[config.mk]
export PLATFORM = sky130hd
export DESIGN_NAME = settle_timer
export DESIGN_NICKNAME = d
export VERILOG_FILES = /design/src/rtl/truth_table_checker_pkg.sv /design/src/rtl/truth_table_checker_settle_timer.sv
export SDC_FILE = /design/constraint.sdc
export NUM_CORES = 1
export LEC_CHECK = 0
export BUFFER_PORTS_ARGS = -buffer_cell sky130_fd_sc_hd__buf_2
export CAP_MARGIN = 20
export CORE_AREA = 2 2 39 41
export DETAILED_ROUTE_END_ITERATION = 10
export DIE_AREA = 0 0 41 43
export SLEW_MARGIN = 20
export SYNTH_ARGS = -nofsm -noshare
export SYNTH_HDL_FRONTEND = slang
export SYNTH_SLANG_ARGS = --single-unit
[constraint.sdc]
create_clock -name clk -period 1.3 [get_ports clk]
set_input_delay 0.26 -clock clk [delete_from_list [all_inputs] [get_ports clk]]
set_output_delay 0.26 -clock clk [all_outputs]
set_load 0.005 [all_outputs]
[src/rtl/truth_table_checker_pkg.sv]
// Shared definitions for the truth-table checker: FSM encoding and the default golden table.
package truth_table_checker_pkg;

   typedef enum logic [1:0] {
      ST_IDLE  = 2'd0,
      ST_WAIT  = 2'd1,
      ST_CHECK = 2'd2,
      ST_DONE  = 2'd3
   } tt_state_e;

   // op = (~x & z) | y over {x,y,z}
   localparam logic [7:0] TT_SAMPLE_CIRCUIT = 8'hCE;

   localparam int SETTLE_W = 4;

endpackage

[src/rtl/truth_table_checker_settle_timer.sv]
// Settle-interval counter: clear has priority over enable; term flags the last hold cycle.
module settle_timer
   import truth_table_checker_pkg::*;
#(
   parameter int SETTLE = 1
) (
   input  logic clk,
   input  logic rst_n,
   input  logic clr,
   input  logic en,
   output logic term
);

   logic [SETTLE_W-1:0] cnt_q, cnt_d;

   always_comb begin
      cnt_d = cnt_q;
      if (clr)     cnt_d = '0;
      else if (en) cnt_d = cnt_q + 1'b1;
   end

   always_ff @(posedge clk or negedge rst_n) begin
      if (!rst_n) cnt_q <= '0;
      else        cnt_q <= cnt_d;
   end

   assign term = (cnt_q == SETTLE_W'(SETTLE - 1));

endmodule

== Yosys cells after proc, flatten, opt, wreduce, memory -nomap -nowiden ==
Cells that the tools add are included.

* Word-level logic and storage cells: 6
* Input port bits: 4
* Flip-flop bits (word level): 4
* Output and inout port bits: 1

* Add/subtract/negate cells: 1
* Multiplexer cells: 2
* Reduce and logical (&&, ||, !) cells: 2

{| class="wikitable"
|+ Operators with widths
! operator !! number
|-
| two-way mux 4 bit || 2
|-
| adder 4 x 1 -> 4 bit, second input constant || 1
|-
| zero test 4 bit || 1
|-
| nonzero test 2 bit || 1
|}

== Logic depth before layout (Yosys ltp) ==
* Depth in word-level cells: 3
* Depth in mapped cells: 4
* Gate-level depth less buffers: 4

== Worst setup path before layout ==
No wires, ideal clock.

* Path kind: flip-flop to output port
* Start: reg cnt_q[0]
* End: out term
* Cell stages (with the launch flop): 4
* Data required time: 1.040 ns
* Buffers on the path: 0
* Data arrival time: 0.783 ns
* Setup slack: 0.257 ns
* Cells stage by stage: dfrtp_1 inv_1 ha_1 nor3b_1

* Cells in the longest elaborated chain, start to end: 1

{| class="wikitable"
|+ Ends and longest elaborated chain
! item !! line !! source
|-
| from (decl) || truth_table_checker_settle_timer.sv:14 || <nowiki>logic [SETTLE_W-1:0] cnt_q, cnt_d;</nowiki>
|-
| from (signal assigned) || truth_table_checker_settle_timer.sv:24 || <nowiki>else cnt_q <= cnt_d;</nowiki>
|-
| zero test 4 bit || truth_table_checker_settle_timer.sv:27 || <nowiki>assign term = (cnt_q == SETTLE_W'(SETTLE - 1));</nowiki>
|-
| to (decl) || truth_table_checker_settle_timer.sv:11 || <nowiki>output logic term</nowiki>
|}

Every way passes these cells.

== Final worst setup path ==
Ends and elaborated chain as after synthesis.

==> run metrics <==
Worst Reg-to-Reg Cells 5; critical path fanouts, max 2; syn avg cell area 11.0 µm²; Core ar. 1380 µm²; synth unique cells 13; Clock Skew 0.000268 ns; Buffers on Ports 4; flop2flop setup slack 0.06 ns; die width 41 µm; status finished, final reports clean; worst setup margin 0.00344 ns; Rows 14; GR Overflow Total 0; deepest clock path buffer count 2; fin. max-slew vios 0; CTS tree done; WP data required approximately 1.0 ns; worst path bufs/invs 2; #FFs+latches synth 4; f_max 0.771 GHz; FF+latch area 100 µm²; worst r2r src cnt_q[0]; via count between 150 and 200; total die area 1760 µm²; Layout fillers 160; CTS Buf Count 3; clock slew at reported path FFs approximately 0.030 ns; relative slew slack 0.919; most frequent cells in the layout dfrtp_1 (4), buf_2 (4), nor2_1 (3), clkbuf_4 (3), buf_4 (3); CP Data Arrival Time 1.04 ns; async set-reset flop share out of synthesis 1.00; P_leak 0.160 nW; Root Buffer clkbuf_4; PD cells roughly 1100 nW/µm²; critical path's largest stage delay 0.33 ns; Hold Vio Cnt, Final 0; vias per inst 3.74; antenna cells 0; # IOs 5; GPL Wtd Cong around 0.6; family with the most delay on the worst path flip-flops; Period minus WS final 1.30 ns; first-pass GRT wire length between 600 and 700 µm; sequential fraction of the synthesis area 0.455; post-route ant nets 0; dpl ws about 0.14 ns; RSZ-0062 raised after global routing yes; Ys Warns 0; largest net degree at the start of global routing 6; crit path capture term; worst skew pair latency 0.23 ns; Worst-Margin Slew 0.117 ns; Initial DRC Count 1; Area Growth Syn to Fin 45.5%; VDD IR max 0.368 mV; CP max stage cell dfrtp_1; Max Cap Violations 0; Setup violations, final 0; Critical path origin cnt_q[0]; post-route clock period utilization 0.997; fin nets 39; Tightest Hold Check Type in2reg; Syn Inst Count 20; share of layout cells above drive strength 1 0.419; critical path cell sequence inv_1 > ha_1 > nor3b_2 > buf_2; number of global-route vias before repair 170; H-tree depth 1; EDFF count, synth 0; final std cell area, no fill 320 µm²; DP Wirelength 289 µm; First-pass DRT Iterations 2; Die Ht 43 µm; Largest regs cnt_q (4); final core occ 0.231; CP Depth 4; critical path start-end classification reg2out; routed len/inst 8.87 µm; Crit. End Element output pin; most flop-heavy register cnt_q; Initial Util 0.159; cell area after placement approximately 260 µm²; Syn Nets 26; # clock sinks 4; DR DRC count 0; Crit Reg-Reg Endpoint cnt_q[2]; Main synth FF type dfrtp_1; GRT Util Overall 0.0616; max FFs per register 4; Multi-input gate area 118 µm²; initial antenna violation count 0; synthesized cell area 220 µm²; Total Routed Length ~420 µm; CP Launch Type flip-flop
## metrics by stage
| step | hold slack [ns] | setup TNS (ns) | total power [mW] | std cells |
|---|---|---|---|---|
| detailed placement | 0.0688 | 0 | 0.181 | 40 |
| finish | 0.249 | 0 | 0.342 | 47 |
| global placement | 0.0665 | 0 | 0.180 | 40 |
| CTS | 0.242 | -0.0189 | 0.349 | 46 |
| floorplan | -0.0356 | 0 | 0.162 | 20 |
| global route | 0.265 | -0.0496 | 0.363 | 47 |
## cell type report
class	instances	share of cell area
sequential	4	0.313
tap	16	0.0625
inverter	2	0.0234
timing repair buffer	8	0.164
multi-input combinational	14	0.367
clock buffer	3	0.0703
## cells by family (layout without fill, tap and decap cells)
kind of cell,count (synthesis),count (layout),share of synthesized area
and+or+nand+nor,7,7,0.176
DFF,4,4,0.455
adders and majority gates,2,2,0.114
AOI/OAI and AO/OA,2,2,0.0682
muxes,2,2,0.114
buffers and inverters,2,13,0.0341
xor gates and xnor gates,1,1,0.0398
## layer usage
metal  vias up  wire (µm)  share of wire  global-route usage
met5         -          0              0                   0
met4         0          0              0              0.0600
met3         0         22          0.053              0.0157
met2         4        205           0.49              0.0719
met1        82        189           0.45              0.0850
li1         90          -              -                   -
## Yosys cell counts (2+ instances only)
cell,number,area share
dfrtp_1,4,0.45
ha_1,2,0.11
nor2_1,3,0.051
inv_1,2,0.034
## report_power, final
group          leakage (nW)  switching (mW)  internal, mW
Combinational        0.0919          0.0260        0.0347
Clock                0.0138          0.0432         0.103
Sequential           0.0544         0.00350         0.132
## worst reg2reg max path, stage by stage (launching register included)
cell,delay (ns)
dfrtp_1,0.36
buf_4,0.13
buf_4,0.13
ha_1,0.20
a21bo_2,0.21
a21oi_1,0.12
## how the worst min path moves through the flow
stage,from,endpoint,slack (ns),depth (start not counted)
floorplan,rst_n,cnt_q[0],-0.04,0
global placement,rst_n,cnt_q[3],0.07,1
detailed placement,rst_n,cnt_q[0],0.07,1
CTS,clr,cnt_q[2],0.24,2
global route,clr,cnt_q[2],0.26,2
finish,clr,cnt_q[2],0.25,2
## what timing repair did
| action | 4_1_cts | 5_1_grt |
|---|---|---|
| endpoints found under the hold margin | 4 | 0 |
| hold buffers | 1 | 0 |
| resized for setup | 1 | 0 |
| buffers inserted | 2 | 1 |
| setup endpoints to repair | 1 | 1 |
Power figures use the tool's default switching activity.
